===== src/rtl/ara_pkg.sv =====
// ara_pkg: shared element type and local consumer indices
package ara_pkg;
    localparam int unsigned ELEN = 64;
    typedef logic [ELEN-1:0] elen_t;
    localparam int unsigned VMFPU = 0;
    localparam int unsigned VALU  = 1;
endpackage


===== src/rtl/bc_operand_fanout_if.sv =====
// bc_operand_fanout_if: config, upstream, next-lane and local consumer handshakes
interface bc_operand_fanout_if #(
    parameter int unsigned NrConsumers = 2,
    parameter int unsigned LenWidth    = 16
) ();
    logic                      cfg_valid_i;
    logic                      cfg_ready_o;
    logic [LenWidth-1:0]       cfg_len_i;
    logic [NrConsumers-1:0]    cfg_cons_mask_i;
    logic                      cfg_fwd_i;
    logic                      bc_valid_i;
    logic                      bc_ready_o;
    ara_pkg::elen_t            bc_data_i;
    logic                      bc_valid_o;
    logic                      bc_ready_i;
    ara_pkg::elen_t            bc_data_o;
    logic [NrConsumers-1:0]    cons_valid_o;
    logic [NrConsumers-1:0]    cons_ready_i;
    ara_pkg::elen_t            cons_data_o;
    logic                      done_o;

    modport master (
        output cfg_valid_i, cfg_len_i, cfg_cons_mask_i, cfg_fwd_i,
        output bc_valid_i, bc_data_i, bc_ready_i, cons_ready_i,
        input  cfg_ready_o, bc_ready_o, bc_valid_o, bc_data_o,
        input  cons_valid_o, cons_data_o, done_o
    );

    modport slave (
        input  cfg_valid_i, cfg_len_i, cfg_cons_mask_i, cfg_fwd_i,
        input  bc_valid_i, bc_data_i, bc_ready_i, cons_ready_i,
        output cfg_ready_o, bc_ready_o, bc_valid_o, bc_data_o,
        output cons_valid_o, cons_data_o, done_o
    );
endinterface


===== src/rtl/fifo_v3.sv =====
// fifo_v3: registered FIFO; a push while full is taken when a pop frees the slot in the same cycle
module fifo_v3 #(
    parameter int unsigned DEPTH = 2,
    parameter type         dtype = logic
) (
    input  logic clk_i,
    input  logic rst_ni,
    input  logic flush_i,
    output logic full_o,
    output logic empty_o,
    input  dtype data_i,
    input  logic push_i,
    output dtype data_o,
    input  logic pop_i
);
    localparam int unsigned AW = DEPTH > 1 ? $clog2(DEPTH) : 1;
    localparam int unsigned CW = $clog2(DEPTH + 1);

    logic [AW-1:0] rd_ptr_q, wr_ptr_q;
    logic [CW-1:0] cnt_q;
    dtype          mem_q [DEPTH];
    logic          do_push, do_pop;

    assign full_o  = cnt_q == CW'(DEPTH);
    assign empty_o = cnt_q == '0;
    assign data_o  = mem_q[rd_ptr_q];
    assign do_pop  = pop_i & ~empty_o;
    assign do_push = push_i & (~full_o | do_pop);

    // pointer and fill-level bookkeeping
    always_ff @(posedge clk_i or negedge rst_ni) begin
        if (!rst_ni) begin
            rd_ptr_q <= '0;
            wr_ptr_q <= '0;
            cnt_q    <= '0;
        end else if (flush_i) begin
            rd_ptr_q <= '0;
            wr_ptr_q <= '0;
            cnt_q    <= '0;
        end else begin
            if (do_pop)  rd_ptr_q <= rd_ptr_q == AW'(DEPTH - 1) ? '0 : rd_ptr_q + 1'b1;
            if (do_push) wr_ptr_q <= wr_ptr_q == AW'(DEPTH - 1) ? '0 : wr_ptr_q + 1'b1;
            cnt_q <= cnt_q + CW'(do_push) - CW'(do_pop);
        end
    end

    // storage needs no reset; occupancy is tracked by the counter
    always_ff @(posedge clk_i) begin
        if (do_push) mem_q[wr_ptr_q] <= data_i;
    end
endmodule


===== src/rtl/bc_operand_fanout.sv =====
// bc_operand_fanout: forks each broadcast element to local consumers and a buffered next-lane forward
module bc_operand_fanout
    import ara_pkg::*;
#(
    parameter int unsigned BufDepth    = 2,
    parameter int unsigned NrConsumers = 2,
    parameter int unsigned LenWidth    = 16
) (
    input  logic                clk_i,
    input  logic                rst_ni,
    input  logic                flush_i,
    bc_operand_fanout_if.slave  bus
);
    localparam logic [1:0] IDLE   = 2'd0;
    localparam logic [1:0] ACTIVE = 2'd1;
    localparam logic [1:0] DRAIN  = 2'd2;

    logic [1:0]             state_q;
    logic [LenWidth-1:0]    cnt_q;
    logic [NrConsumers-1:0] mask_q, taken_q, cons_hs, cons_ok;
    logic                   fwd_q, taken_fwd_q, zero_done_q;
    logic                   fifo_full, fifo_empty, push, pop;
    logic                   active, cfg_hs, fwd_ok, accept;

    assign active           = state_q == ACTIVE;
    assign bus.cfg_ready_o  = state_q == IDLE;
    assign cfg_hs           = bus.cfg_valid_i & bus.cfg_ready_o;
    assign bus.cons_data_o  = bus.bc_data_i;
    assign bus.cons_valid_o = {NrConsumers{bus.bc_valid_i & active}} & mask_q & ~taken_q;
    assign cons_hs          = bus.cons_valid_o & bus.cons_ready_i;
    assign cons_ok          = ~mask_q | taken_q | cons_hs;
    assign bus.bc_valid_o   = ~fifo_empty;
    assign pop              = bus.bc_valid_o & bus.bc_ready_i;
    assign push             = bus.bc_valid_i & active & fwd_q & ~taken_fwd_q & (~fifo_full | pop);
    assign fwd_ok           = ~fwd_q | taken_fwd_q | push;
    assign bus.bc_ready_o   = active & (&cons_ok) & fwd_ok;
    assign accept           = bus.bc_ready_o & bus.bc_valid_i;
    assign bus.done_o       = ~flush_i & ((state_q == DRAIN & fifo_empty) | zero_done_q);

    fifo_v3 #(
        .DEPTH (BufDepth),
        .dtype (elen_t)
    ) i_fifo (
        .clk_i   (clk_i),
        .rst_ni  (rst_ni),
        .flush_i (flush_i),
        .full_o  (fifo_full),
        .empty_o (fifo_empty),
        .data_i  (bus.bc_data_i),
        .push_i  (push),
        .data_o  (bus.bc_data_o),
        .pop_i   (pop)
    );

    // broadcast sequencing: latch config, track per-target delivery, count elements, drain forward buffer
    always_ff @(posedge clk_i or negedge rst_ni) begin
        if (!rst_ni) begin
            state_q     <= IDLE;
            cnt_q       <= '0;
            mask_q      <= '0;
            fwd_q       <= 1'b0;
            taken_q     <= '0;
            taken_fwd_q <= 1'b0;
            zero_done_q <= 1'b0;
        end else if (flush_i) begin
            state_q     <= IDLE;
            cnt_q       <= '0;
            taken_q     <= '0;
            taken_fwd_q <= 1'b0;
            zero_done_q <= 1'b0;
        end else begin
            zero_done_q <= cfg_hs && bus.cfg_len_i == '0;
            if (cfg_hs && bus.cfg_len_i != '0) begin
                state_q <= ACTIVE;
                cnt_q   <= bus.cfg_len_i;
                mask_q  <= bus.cfg_cons_mask_i;
                fwd_q   <= bus.cfg_fwd_i;
            end else if (accept) begin
                taken_q     <= '0;
                taken_fwd_q <= 1'b0;
                cnt_q       <= cnt_q - 1'b1;
                if (cnt_q == LenWidth'(1)) state_q <= DRAIN;
            end else if (active) begin
                taken_q     <= taken_q | cons_hs;
                taken_fwd_q <= taken_fwd_q | push;
            end else if (state_q == DRAIN && fifo_empty) begin
                state_q <= IDLE;
            end
        end
    end
endmodule


===== src/flat_wrapper.sv =====
// flat-port wrapper written by rule: the top's interface ports become plain ports
module bc_operand_fanout_flat import ara_pkg::*;
#(
    parameter int unsigned BufDepth    = 2,
    parameter int unsigned NrConsumers = 2,
    parameter int unsigned LenWidth    = 16
)
  (clk_i, rst_ni, flush_i, bus_cfg_valid_i, bus_cfg_len_i, bus_cfg_cons_mask_i, bus_cfg_fwd_i, bus_bc_valid_i, bus_bc_data_i, bus_bc_ready_i, bus_cons_ready_i, bus_cfg_ready_o, bus_bc_ready_o, bus_bc_valid_o, bus_bc_data_o, bus_cons_valid_o, bus_cons_data_o, bus_done_o);
  bc_operand_fanout_if #(.NrConsumers(NrConsumers), .LenWidth(LenWidth)) bus_i ();
  input  logic clk_i;
  input  logic rst_ni;
  input  logic flush_i;
  input wire logic [$bits(bus_i.cfg_valid_i)-1:0] bus_cfg_valid_i;
  input wire logic [$bits(bus_i.cfg_len_i)-1:0] bus_cfg_len_i;
  input wire logic [$bits(bus_i.cfg_cons_mask_i)-1:0] bus_cfg_cons_mask_i;
  input wire logic [$bits(bus_i.cfg_fwd_i)-1:0] bus_cfg_fwd_i;
  input wire logic [$bits(bus_i.bc_valid_i)-1:0] bus_bc_valid_i;
  input wire logic [$bits(bus_i.bc_data_i)-1:0] bus_bc_data_i;
  input wire logic [$bits(bus_i.bc_ready_i)-1:0] bus_bc_ready_i;
  input wire logic [$bits(bus_i.cons_ready_i)-1:0] bus_cons_ready_i;
  output wire logic [$bits(bus_i.cfg_ready_o)-1:0] bus_cfg_ready_o;
  output wire logic [$bits(bus_i.bc_ready_o)-1:0] bus_bc_ready_o;
  output wire logic [$bits(bus_i.bc_valid_o)-1:0] bus_bc_valid_o;
  output wire logic [$bits(bus_i.bc_data_o)-1:0] bus_bc_data_o;
  output wire logic [$bits(bus_i.cons_valid_o)-1:0] bus_cons_valid_o;
  output wire logic [$bits(bus_i.cons_data_o)-1:0] bus_cons_data_o;
  output wire logic [$bits(bus_i.done_o)-1:0] bus_done_o;
  assign bus_i.cfg_valid_i = bus_cfg_valid_i;
  assign bus_i.cfg_len_i = bus_cfg_len_i;
  assign bus_i.cfg_cons_mask_i = bus_cfg_cons_mask_i;
  assign bus_i.cfg_fwd_i = bus_cfg_fwd_i;
  assign bus_i.bc_valid_i = bus_bc_valid_i;
  assign bus_i.bc_data_i = bus_bc_data_i;
  assign bus_i.bc_ready_i = bus_bc_ready_i;
  assign bus_i.cons_ready_i = bus_cons_ready_i;
  assign bus_cfg_ready_o = bus_i.cfg_ready_o;
  assign bus_bc_ready_o = bus_i.bc_ready_o;
  assign bus_bc_valid_o = bus_i.bc_valid_o;
  assign bus_bc_data_o = bus_i.bc_data_o;
  assign bus_cons_valid_o = bus_i.cons_valid_o;
  assign bus_cons_data_o = bus_i.cons_data_o;
  assign bus_done_o = bus_i.done_o;
  bc_operand_fanout #(.BufDepth(BufDepth), .NrConsumers(NrConsumers), .LenWidth(LenWidth)) u_core (.clk_i(clk_i), .rst_ni(rst_ni), .flush_i(flush_i), .bus(bus_i));
endmodule

===== config.mk =====
export PLATFORM = sky130hd
export DESIGN_NAME = bc_operand_fanout_flat
export DESIGN_NICKNAME = d
export VERILOG_FILES = /design/src/rtl/ara_pkg.sv /design/src/rtl/bc_operand_fanout_if.sv /design/src/rtl/fifo_v3.sv /design/src/rtl/bc_operand_fanout.sv /design/src/flat_wrapper.sv
export SDC_FILE = /design/constraint.sdc
export NUM_CORES = 1
export LEC_CHECK = 0
export ABC_AREA = 0
export CORE_ASPECT_RATIO = 1.25
export CORE_UTILIZATION = 25
export CTS_CLUSTER_DIAMETER = 50
export DETAILED_ROUTE_END_ITERATION = 16
export DONT_BUFFER_PORTS = 1
export GPL_TIMING_DRIVEN = 0
export PLACE_DENSITY = 0.49
export SLEW_MARGIN = 20
export SYNTH_ARGS = -nofsm -noshare
export SYNTH_HDL_FRONTEND = slang
export SYNTH_SLANG_ARGS = --single-unit
export TNS_END_PERCENT = 10

===== constraint.sdc =====
create_clock -name clk_i -period 5.95 [get_ports clk_i]
set_clock_uncertainty 0.15 [all_clocks]
set_input_delay 0.2975 -clock clk_i [delete_from_list [all_inputs] [get_ports clk_i]]
set_output_delay 0.2975 -clock clk_i [all_outputs]
set_load 0.005 [all_outputs]

# [Word-level counts from Yosys, hierarchy flattened]
# Memories as Yosys holds them, arrays and structs flattened.
# Index checks and enable logic that the tools add are counted.
[classes] n_reduce_logical=16 add_sub_neg=5 n_bitwise=32 eq_ne=7 muxes=27
[op_table] op="$mux 16" count=3
[op_table] op="$mux 2" count=11
[op_table] op="$eq 16x1->1 const B" count=1
[op_table] op="$logic_not 16->1" count=1
[op_table] op="$reduce_bool 16->1" count=1
[op_table] op="$sub 16x1->16 const B" count=1
[op_table] op="$and 1x1->1" count=13
[op_table] op="$mux 1" count=13
[op_table] op="$ne 4x4->1 const B" count=2
[op_table] op="$and 2x2->2" count=3
[op_table] op="$or 1x1->1" count=6
[op_table] op="$or 2x2->2" count=3
[op_table] op="$reduce_and 2->1" count=3
[op_table] op="$reduce_bool 3->1" count=2
[op_table] op="$not 1->1" count=5
[op_table] op="$eq 2x2->1 const B" count=2
[op_table] op="$logic_not 2->1" count=2
[op_table] op="$not 2->2" count=2
[op_table] op="$reduce_bool 2->1" count=2
[op_table] op="$reduce_bool 4->1" count=1
[op_table] op="$logic_and 1x1->1" count=3
[op_table] op="$reduce_and 3->1" count=1
[op_table] op="$add 1x1->1 const B" count=2
[op_table] op="$add 2x1->2" count=1
[op_table] op="3 further kinds" count=3
[totals] out_inout_bits=134 word_cells=98 mem_count=1 inputBits=91 regBits=29 ramBits=128
[mem_list] memory="u_core.i_fifo.mem_q" depth=2 width=64 read_ports=1 rd_clocked_by_memory_dff=0 wr=1 line="fifo_v3.sv:21" source="dtype mem_q [DEPTH];"

# [Longest topological paths before layout]
# Gate-level depths: netlist (run 1).
[logic_depth] ltp_word=13 ltp_mapped=11 ltp_nobuf=9

# [By module]
# From an unflattened synthesis (run 1), not the netlist that was laid out.
[unflattened] cells_unflattened=490 area_unflattened_um2=7055.5
[modules_own_cells] mod="fifo_v3" seq_area_each_um2=3943.8 n_inst=1 cells_per_inst=229 area_per_inst_um2=4898.4
[modules_own_cells] mod="bc_operand_fanout" seq_area_each_um2=625.6 n_inst=1 cells_per_inst=261 area_per_inst_um2=2157.1

# [Worst setup path before layout (run 1)]
# Ideal clock, no wire load.
[synth_timing] path_kind="register to register" startpoint="register u_core.state_q[1]" endpoint="memory u_core.i_fifo.mem_q[0][0] in the netlist's numbering (enable)" setup_ns=0.486 arrival_time_ns=3.758 slack_ns=1.556 path_stages_with_launch=7 synth_period_minus_slack_ns=4.394 path_buffers=1 t_required_ns=5.314 path_cell_list="dfrtp_1 and3b_1 buf_6 nand2_1 nor2_1 inv_1 nor2_1"
[synth_via] elab_chain_len=8
[synth_lines] item="start, declared" line="bc_operand_fanout.sv:18" source="logic [1:0] state_q;"
[synth_lines] item="start signal, assigned" line="bc_operand_fanout.sv:58" source="state_q <= IDLE;"
[synth_lines] item="start signal, assigned" line="bc_operand_fanout.sv:66" source="state_q <= IDLE;"
[synth_lines] item="start signal, assigned" line="bc_operand_fanout.sv:74" source="state_q <= ACTIVE;"
[synth_lines] item="$eq 2x1->1" line="bc_operand_fanout.sv:25" source="assign active = state_q == ACTIVE;"
[synth_lines] item="$and 1x1->1 (4 in series)" line="bc_operand_fanout.sv:34" source="assign push = bus.bc_valid_i & active & fwd_q & ~taken_fwd_q & (~fifo_full | pop);"
[synth_lines] item="$and 1x1->1" line="fifo_v3.sv:28" source="assign do_push = push_i & (~full_o | do_pop);"
[synth_lines] item="$mux 1" line="fifo_v3.sv:49" source="if (do_push) mem_q[wr_ptr_q] <= data_i;"
[synth_lines] item="$mux 1 (not written as such)" line="fifo_v3.sv:49"
[synth_lines] item="end, declared" line="fifo_v3.sv:21"
# No other way between the ends.

# [Worst setup path after layout (run 1)]
[layout_timing] startpoint="register u_core.i_fifo.rd_ptr_q" endpoint="output port bus_bc_data_o[6]"
[layout_via] elab_chain_len=1
[layout_lines] item="start, declared" line="fifo_v3.sv:19" source="logic [AW-1:0] rd_ptr_q, wr_ptr_q;"
[layout_lines] item="start signal, assigned" line="fifo_v3.sv:41" source="if (do_pop) rd_ptr_q <= rd_ptr_q == AW'(DEPTH - 1) ? '0 : rd_ptr_q + 1'b1;"
[layout_lines] item="$mem_v2 2x64"
[layout_lines] item="end, declared" line="flat_wrapper.sv:24" source="output wire logic [$bits(bus_i.bc_data_o)-1:0] bus_bc_data_o;"
# No other way between the ends.

==> metrics.md, run 1 <==
| Metric | Value |
|---|---|
| Hold Crit Class | `in2reg` |
| Max frequency | `354 MHz` |
| Status | `completed` |
| DRT iter0 DRCs | `191` |
| Sequential fraction of the synthesis area | `65.7%` |
| Most common cell after layout, fill and taps aside | `edfxtp_1` |
| Logic pwr share | `17.7%` |
| Flop2flop setup slack | `3.20 ns` |
| Top cell type's share of synthesized area | `55.3%` |
| Crit path arrival time | `2.37 ns` |
| Largest net degree at the start of global routing | `51` |
| Post-DP HPWL | `11.0 mm` |
| Clk slew on worst S/H paths | `0.07 ns` |
| Slew Viols, Final | `0` |
| Total track usage | `10.9%` |
| Worst EP required | `5.50 ns` |
| WP buf/inv | `2` |
| Post-CTS Setup Repair Bufs | `0` |
| Crit share post-route | `47.4%` |
| P_leak | `3.22 nW` |
| Rel. slew slack | `48.9%` |
| Diode count | `0` |
| Worst setup EP type | `output port` |
| Critical Path Start | `u_core.i_fifo.rd_ptr_q` |
| Starting Density | `25.7%` |
| Synthesized Nets | `552` |
| Post-route minimum period | `2.82 ns` |
| Critical path depth | `3` |
| Placer Congestion | `0.846` |
| CP endpoint | `bus_bc_data_o[6]` |
| Port Buffers | `0` |
| Chip Width | `151 um` |
| Fraction of registers with async set/reset | `18.5%` |
| Core footprint | `27,100 sq um` |
| Synth area leader | `edfxtp_1` |
| Most used cell, CP | `clkbuf_1` |
| Fraction of power spent switching nets | `26.4%` |
| Post_cts resized | `0` |
| Sequential share of power | `44.1%` |
| Drc violations | `0` |
| Slew @ Worst Pin | `0.766 ns` |
| Clock sink total | `157` |
| Worst skew pair latency | `0.42 ns` |
| Wire per inst | `17.1 um` |
| Setup CP Type | `reg2out` |
| Mapped cell area | `6950 sq um` |
| Total CTS buffers | `17` |
| Worst stage delay on the critical path | `0.59 ns` |
| Synthesis Warnings | `0` |
| MaxCap Viol Count | `0` |
| Fin util | `33.0%` |
| Htree depth | `4` |
| Total power | `0.00290 W` |
| Yosys cell types | `53` |
| EDFF count, synth | `128` |
| Die Footprint | `28,500 sq um` |
| Syn Area/Cell | `15.2 sq um` |
| Critical Path Source Type | `register` |
| Final setup vio count | `0` |
| Internal power | `0.00213 W` |
| Fin worst setup slack | `3.13 ns` |
| Syn Inst Count | `457` |
| Setup TNS Final | `0 ns` |
| Reg2reg start | `u_core.state_q[1]` |
| PwrDens | `324 nW/um^2` |
| CP Max Fanout | `10` |
| Number of core rows | `67` |
| Die extent in y | `188 um` |
| Sequential Area | `4570 sq um` |
| Final Hold Fails | `0` |
| Top cells by area, synth | `edfxtp_1, mux2_2, dfrtp_1` |
| CTS tree | `built` |
| Pre-CTS WS | `3.21 ns` |
| CP cell instances | `clkbuf_1, clkbuf_1, mux2_2` |
| R2R cell count | `9` |
| Layout cell share with drive strength beyond 1 | `33.4%` |
| Root buf cell | `clkbuf_16` |
| Via count | `4,164` |
| Commonest non-fill, non-tap cells in the layout | `edfxtp_1, dlygate4sd3_1, mux2_2` |
| Final wirelength | `15.7 mm` |
| Top delay family on crit path | `buffers and inverters` |
| Clock buffer depth | `2` |
| Pre-antenna DRT Iters | `4` |
| Wire length of the first global-routing pass | `23.4 mm` |
| # fillers | `2,645` |
| Area growth syn-to-layout | `28.6%` |
| Worst r2r dst | `u_core.i_fifo.mem_q[0][27]` |
| Footprint of the multi-input gates | `1780 sq um` |
| Synth Register Bits | `157` |
| Switch Pwr | `0.000765 W` |
| Max VDD drop | `0.198 mV` |
| ANT nets after route | `0` |
| RSZ-0062 raised after global routing | `false` |
| Cts hold-fix bufs | `82` |
| Cell at the slowest stage of the critical path | `clkbuf_1` |
| Dominant synthesized flop cell | `edfxtp_1` |
| Mean number of vias per cell | `4.53` |
| Vias in the first global route | `4,412` |
| I/O pin count | `225` |
| Initial antenna violation count | `0` |
| Final-stage net count | `657` |
| Clock power frac | `38.2%` |
| Global route total overflow | `0` |
sequential cells by signal (all words and copies together) (netlist names), 2 cells and up:
register / flops
u_core.cnt_q: 16
u_core.i_fifo.cnt_q: 2
u_core.i_fifo.mem_q: 128
u_core.mask_q: 2
u_core.state_q: 2
u_core.taken_q: 2
Yosys cell counts (all sizes together), types with 5 or more instances:
master and count:
clkbuf 7, mux2 67, edfxtp 128, nor4 9, dfrtp 29, a32o 8, a31oi 10, buf 75
nand3 5, o21ai 6, and2 11, nor2 19, nand2 11, a2bb2oi 8, inv 8, o22a 7
area by class of cell:
type	instances	share of cell area [%]
plain buffers	82	6.49
clock buffers	17	4.76
clock inverters	15	2.02
inverters	8	0.336
multi-input cells	210	19.9
flip-flops and latches	157	51.1
well taps	345	4.83
repair buffers	86	10.5
kinds of logic after synthesis:
logic type / after synthesis / synth area share, %
muxes: 67 / 10.9
buffers and inverters: 90 / 8.78
xor gates and xnor gates: 4 / 0.504
adders and majority gates: 4 / 0.720
AOI/OAI and AO/OA: 55 / 6.37
and+or+nand+nor: 80 / 7.02
DFF: 157 / 65.7
worst register-to-register path, cell delays in order, from the launching register on:
cell     delay [ns]
dfrtp_1        0.48
and3b_1        0.27
buf_6          0.13
nand2_1        0.05
nor2_1         0.31
inv_1          0.16
nor2_4         0.30
buf_16         0.22
buf_16         0.18
buf_16         0.19
worst min-delay path by stage:
stage	start	end	slack, ns	depth (start not counted)
after floorplan	rst_ni	u_core.cnt_q[0]	-0.15	0
after global placement	rst_ni	u_core.taken_q[0]	-0.15	0
after detailed placement	rst_ni	u_core.taken_q[0]	-0.15	0
after CTS	bus_cfg_len_i[12]	u_core.cnt_q[12]	0.01	2
after global routing	bus_cfg_len_i[12]	u_core.cnt_q[12]	0.03	2
final	bus_cfg_len_i[10]	u_core.cnt_q[10]	0.05	2
per-stage QoR:
step	cells	cell area [sq um]	hold WS, ns
2_1_floorplan	457	6950	-0.148
3_3_place_gp	802	7380	-0.147
3_5_place_dp	806	7500	-0.147
4_1_cts	920	8940	0.0126
5_1_grt	920	8940	0.0253
6_report	920	8940	0.0460
metal layers:
layer  GRT usage, %  vias up  wire length, um
met5              0        -                0
met3           2.95       10             1090
met1           11.8     2051             6160
met4           3.92        0              178
li1               -     1878                -
met2           19.9      225             8280
power groups by stage:
stage / Clock, W / Combinational [W] / Sequential (W)
after floorplan: 0 / 0.000352 / 0.00130
after global placement: 0 / 0.000445 / 0.00130
after detailed placement: 0 / 0.000461 / 0.00130
after CTS: 0.00114 / 0.000523 / 0.00128
after global routing: 0.00118 / 0.000559 / 0.00128
final: 0.00111 / 0.000513 / 0.00128
No activity file was read; power rests on OpenSTA's default activity.
==> run 2: changes to the inputs <==
- PLACE_DENSITY: 0.49 -> 0.51
- clock period: 5.95 -> 2.35 ns (I/O delays scaled with it)
==> metrics.md, run 2 (synthesis results as in run 1) <==
| Metric | Value |
|---|---|
| Pre-antenna DRT Iters | `4 (unchanged)` |
| Wire length of the first global-routing pass | `23.9 mm (+2.5%)` |
| Via count | `4,142 (-0.53%)` |
| DRT iter0 DRCs | `169 (-12%)` |
| Final Cell Area | `9100 sq um (+1.8%)` |
| Mean number of vias per cell | `4.44 (-1.8%)` |
| Core footprint | `27,100 sq um (unchanged)` |
| Total track usage | `11.2% (+0.29 points)` |
| Total CTS buffers | `17 (unchanged)` |
| Clk slew on worst S/H paths | `0.07 ns (about the same)` |
| Clock buffer depth | `2 (unchanged)` |
| Htree depth | `4 (unchanged)` |
| Die Footprint | `28,500 sq um (unchanged)` |
| Die extent in y | `188 um (unchanged)` |
| CP cell instances | `buf_2, or4b_1, a41oi_2, buf_4, mux2_2` |
| Most common cell after layout, fill and taps aside | `edfxtp_1` |
| Starting Density | `25.7% (unchanged)` |
| Post-route minimum period | `2.23 ns` |
| Root buf cell | `clkbuf_16` |
| Final wirelength | `15.9 mm (+1.5%)` |
| Largest net degree at the start of global routing | `48 (-5.9%)` |
| P_leak | `3.31 nW (+2.6%)` |
| Final-stage net count | `669 (+1.8%)` |
| MaxCap Viol Count | `0 (unchanged)` |
| Wire per inst | `17.1 um (+0.24%)` |
| Worst stage delay on the critical path | `0.52 ns (-0.07 ns)` |
| Critical Path Source Type | `register` |
| Port Buffers | `0 (unchanged)` |
| Final setup vio count | `0 (unchanged)` |
| Setup TNS Final | `0 ns (unchanged)` |
| PwrDens | `820 nW/um^2 (+150%)` |
| Commonest non-fill, non-tap cells in the layout | `edfxtp_1, dlygate4sd3_1, buf_4` |
| Global route total overflow | `0 (unchanged)` |
| CTS tree | `built` |
| I/O pin count | `225 (unchanged)` |
| Setup CP Type | `reg2reg` |
| Worst EP required | `2.51 ns (-2.99 ns)` |
| Slew @ Worst Pin | `0.624 ns (-0.142 ns)` |
| Initial antenna violation count | `0 (unchanged)` |
| Final Hold Fails | `0 (unchanged)` |
| Placer Congestion | `0.835 (-1.3%)` |
| Number of core rows | `67 (unchanged)` |
| Placement Cell Area | `7470 sq um (-0.37%)` |
| Post-DP HPWL | `11.0 mm (-0.42%)` |
| Chip Width | `151 um (unchanged)` |
| Fin util | `33.6% (+0.59 points)` |
| Diode count | `0 (unchanged)` |
| Layout cell share with drive strength beyond 1 | `35.6% (+2.2 points)` |
| WP buf/inv | `2 (unchanged)` |
| Crit share post-route | `94.9%` |
| Max VDD drop | `0.460 mV (+130%)` |
| # fillers | `2,640 (-0.19%)` |
| Crit path arrival time | `2.39 ns (+0.02 ns)` |
| Largest register by flop count | `u_core.i_fifo.mem_q` |
| Hold Crit Class | `in2reg` |
| Max frequency | `448 MHz` |
| Status | `completed` |
| Drc violations | `0 (unchanged)` |
| Cell at the slowest stage of the critical path | `or4b_1` |
| Vias in the first global route | `4,537 (+2.8%)` |
| Worst skew pair latency | `0.42 ns (about the same)` |
| ANT nets after route | `0 (unchanged)` |
| Rel. slew slack | `58.4% (+9.5 points)` |
| Largest regs | `u_core.i_fifo.mem_q: 128 flops, u_core.cnt_q: 16 flops` |
| Slew Viols, Final | `0 (unchanged)` |
| Area growth syn-to-layout | `30.9%` |
| Largest register FFs | `128 (unchanged)` |
| CP Max Fanout | `10 (unchanged)` |
| Worst setup EP type | `register` |
| Top delay family on crit path | `simple AND/OR/NAND/NOR gates` |
| Clock sink total | `157 (unchanged)` |
run 2: worst paths after layout:
kind | startpoint | to | slack (ns) | cells after the start
setup / recovery | u_core.state_q[0] | u_core.mask_q[1] | 0.12 | 5
hold / removal | flush_i | u_core.cnt_q[0] | 0.01 | 4
setup reg to reg | u_core.state_q[0] | u_core.mask_q[1] | 0.12 | 5
hold reg to reg | u_core.fwd_q | u_core.fwd_q | 0.38 | 1
max in group asynchronous | rst_ni | u_core.state_q[1] | 1.79 | 3
min in group asynchronous | rst_ni | u_core.zero_done_q | 0.08 | 3
run 2: tightest hold or removal path: stages:
cell       delay, ns
a31oi_2         0.04
buf_2           0.20
o21ai_0         0.11
a2bb2oi_1       0.07
run 2: power by group:
part | leakage [nW] | total [W] | switching (W) | internal (W)
clock | 0.309 | 0.00290 | 0.00119 | 0.00171
combinational | 1.46 | 0.00132 | 0.000660 | 0.000656
sequential | 1.54 | 0.00324 | 0.0000867 | 0.00316
run 2: cell type report:
| type | instances | area [sq um] | share of cell area, % |
|---|---|---|---|
| Tap cell | 345 | 432 | 4.74 |
| Sequential cell | 157 | 4570 | 50.2 |
| Clock buffer | 17 | 425 | 4.68 |
| Clock inverter | 15 | 199 | 2.19 |
| Inverter | 8 | 30.0 | 0.330 |
| Timing Repair Buffer | 98 | 1030 | 11.4 |
| Multi-Input combinational cell | 210 | 1820 | 20.0 |
| Buffer | 82 | 591 | 6.49 |
run 2: repair_timing:
action	CTS	global route
buffers inserted	1	1
hold buffers	92	1
gates resized for setup	8	4
pin swaps	1	0
endpoints found under the hold margin	183	1
endpoints found under the setup margin	99	21
run 2: routing by layer:
metal	routed length, um	track usage [%]
met1	6200	11.9
met2	8260	20.1
met3	1150	3.10
met4	335	5.08
met5	0	0
run 2: metrics by stage:
stage                     std cells  setup slack [ns]  hold slack (ns)  total power [W]
final                           932             0.119           0.0137          0.00746
after global routing            932          -0.00306           0.0254          0.00780
after CTS                       930            0.0364           0.0190          0.00758
after detailed placement        805            -0.226           -0.327          0.00445
after global placement          802            -0.785           -0.327          0.00442
after floorplan                 457            -0.150           -0.328          0.00418
==> run 3: changes to the inputs <==
- PLACE_DENSITY: 0.51 -> 0.49
- clock period: 2.35 -> 2.6 ns (I/O delays scaled with it)
==> metrics.md, run 3 (synthesis results as in run 1) <==
| Metric | Value |
|---|---|
| P_leak | `3.27 nW (-1.3%)` |
| Hold Crit Class | `in2async` |
| Total track usage | `11.3% (+0.15 points)` |
| CTS tree | `built` |
| Largest net degree at the start of global routing | `54 (+13%)` |
| Most common cell after layout, fill and taps aside | `edfxtp_1` |
| Layout cell share with drive strength beyond 1 | `33.5% (-2.1 points)` |
| Critical Path Source Type | `register` |
| Post-DP HPWL | `11.1 mm (+1.5%)` |
| Footprint of the multi-input gates | `1780 sq um (-1.9%)` |
| Cell at the slowest stage of the critical path | `clkbuf_1` |
| Final Cell Area | `9050 sq um (-0.58%)` |
| Diode count | `0 (unchanged)` |
| Die Footprint | `28,500 sq um (unchanged)` |
| Die extent in y | `188 um (unchanged)` |
| DRT iter0 DRCs | `189 (+12%)` |
| I/O pin count | `225 (unchanged)` |
| WP buf/inv | `2 (unchanged)` |
| Reg2reg start | `u_core.state_q[1]` |
| Core footprint | `27,100 sq um (unchanged)` |
| Sequential Area | `4570 sq um (about the same)` |
| CP Max Fanout | `10 (unchanged)` |
| Rel. slew slack | `47.2% (-11 points)` |
| Crit path arrival time | `2.16 ns (-0.23 ns)` |
| Largest register by flop count | `u_core.i_fifo.mem_q` |
| Htree depth | `4 (unchanged)` |
| Wire per inst | `17.4 um (+1.7%)` |
| Wire length of the first global-routing pass | `24.0 mm (+0.14%)` |
| Slew Viols, Final | `0 (unchanged)` |
| Worst skew pair latency | `0.42 ns (about the same)` |
| Commonest non-fill, non-tap cells in the layout | `edfxtp_1, dlygate4sd3_1, mux2_2` |
| Clock buffer depth | `2 (unchanged)` |
| Vias in the first global route | `4,487 (-1.1%)` |
| Total CTS buffers | `17 (unchanged)` |
| Port Buffers | `0 (unchanged)` |
| Placement Cell Area | `7500 sq um (+0.30%)` |
| Global route total overflow | `0 (unchanged)` |
| Area growth syn-to-layout | `30.2%` |
| Top delay family on crit path | `buffers and inverters` |
| Final Hold Fails | `0 (unchanged)` |
| Worst setup EP type | `output port` |
| Starting Density | `25.7% (unchanged)` |
| Pre-antenna DRT Iters | `4 (unchanged)` |
| Max VDD drop | `0.419 mV (-8.9%)` |
| Crit share post-route | `93.8%` |
| Flop2flop setup slack | `0.20 ns (+0.08 ns)` |
| Slew @ Worst Pin | `0.792 ns (+0.168 ns)` |
| Number of core rows | `67 (unchanged)` |
| Mean number of vias per cell | `4.53 (+2.0%)` |
| Worst stage delay on the critical path | `0.57 ns (+0.05 ns)` |
| Worst r2r dst | `u_core.i_fifo.mem_q[0][6]` |
| ANT nets after route | `0 (unchanged)` |
| Final setup vio count | `0 (unchanged)` |
| Final wirelength | `16.2 mm (+1.8%)` |
| R2R cell count | `9 (+4)` |
| Chip Width | `151 um (unchanged)` |
| Fin util | `33.4% (-0.19 points)` |
| Clk slew on worst S/H paths | `0.07 ns (about the same)` |
| Placer Congestion | `0.824 (-1.2%)` |
| Via count | `4,229 (+2.1%)` |
| Drc violations | `0 (unchanged)` |
| Root buf cell | `clkbuf_16` |
| Setup CP Type | `reg2out` |
| Max frequency | `410 MHz` |
| CP cell instances | `clkbuf_2, clkbuf_1, mux2_2` |
| RSZ-0062 raised after global routing | `false` |
| Final-stage net count | `670 (+0.15%)` |
| Initial antenna violation count | `0 (unchanged)` |
| Status | `completed` |
| Clock sink total | `157 (unchanged)` |
| Post-route minimum period | `2.44 ns` |
| Largest regs | `u_core.i_fifo.mem_q: 128 flops, u_core.cnt_q: 16 flops` |
| Largest register FFs | `128 (unchanged)` |
| # fillers | `2,636 (-0.15%)` |
| MaxCap Viol Count | `0 (unchanged)` |
| PwrDens | `724 nW/um^2 (-12%)` |
| Worst EP required | `2.32 ns (-0.19 ns)` |
run 3: per-stage QoR:
stage / setup TNS [ns] / total power [W] / instances / setup slack (ns) / hold WS (ns)
floorplan: 0 / 0.00377 / 457 / 0.00860 / -0.316
global placement: -67.33 / 0.00401 / 802 / -0.664 / -0.315
detailed placement: 0 / 0.00403 / 806 / 0.0598 / -0.314
CTS: 0 / 0.00667 / 932 / 0.0310 / 0.0535
global route: 0 / 0.00687 / 933 / 0.0157 / 0.0672
finish: 0 / 0.00655 / 933 / 0.162 / 0.0796
run 3: worst max path at each step:
stage / end / slack (ns) / startpoint / depth (start not counted)
2_1_floorplan: u_core.i_fifo.mem_q[0][0] / 0.009 / u_core.state_q[1] / 6
3_3_place_gp: u_core.i_fifo.mem_q[0][11] / -0.66 / u_core.state_q[1] / 6
3_5_place_dp: u_core.i_fifo.mem_q[0][11] / 0.06 / u_core.state_q[1] / 9
4_1_cts: bus_bc_data_o[2] / 0.03 / u_core.i_fifo.rd_ptr_q / 3
5_1_grt: bus_bc_data_o[2] / 0.02 / u_core.i_fifo.rd_ptr_q / 3
6_report: bus_bc_data_o[2] / 0.16 / u_core.i_fifo.rd_ptr_q / 3
run 3: report_power, final:
part / leakage [nW] / total, W / switching [W] / internal, W
Sequential: 1.54 / 0.00292 / 0.0000713 / 0.00285
Combinational: 1.45 / 0.00119 / 0.000596 / 0.000591
Clock: 0.278 / 0.00244 / 0.00109 / 0.00135
run 3: layout make-up:
cell class / count / area share, %
plain buffers: 82 / 6.43
well taps: 345 / 4.77
inverters: 8 / 0.332
flip-flops and latches: 157 / 50.5
clock buffers: 17 / 4.70
multi-input cells: 210 / 19.7
repair buffers: 99 / 11.8
clock inverters: 15 / 1.70
run 3: timing repair:
| item | 4_1_cts | 5_1_grt |
|---|---|---|
| buffers inserted | 0 | 1 |
| gates resized for setup | 1 | 0 |
| hold endpoints to repair | 183 | 0 |
| pin swaps | 0 | 1 |
| setup endpoints to repair | 50 | 20 |
| hold buffers | 94 | 0 |
run 3: tightest hold or removal path: stages:
cell,delay (ns)
dlygate4sd3_1,0.58
buf_12,0.11
buf_12,0.19
run 3: metal layers:
metal	up-vias	GRT usage, %	wire length [um]
li1	1907	-	-
met1	2085	11.6	6230
met2	210	20.9	8520
met3	27	3.24	1080
met4	0	4.88	392
met5	-	0	0
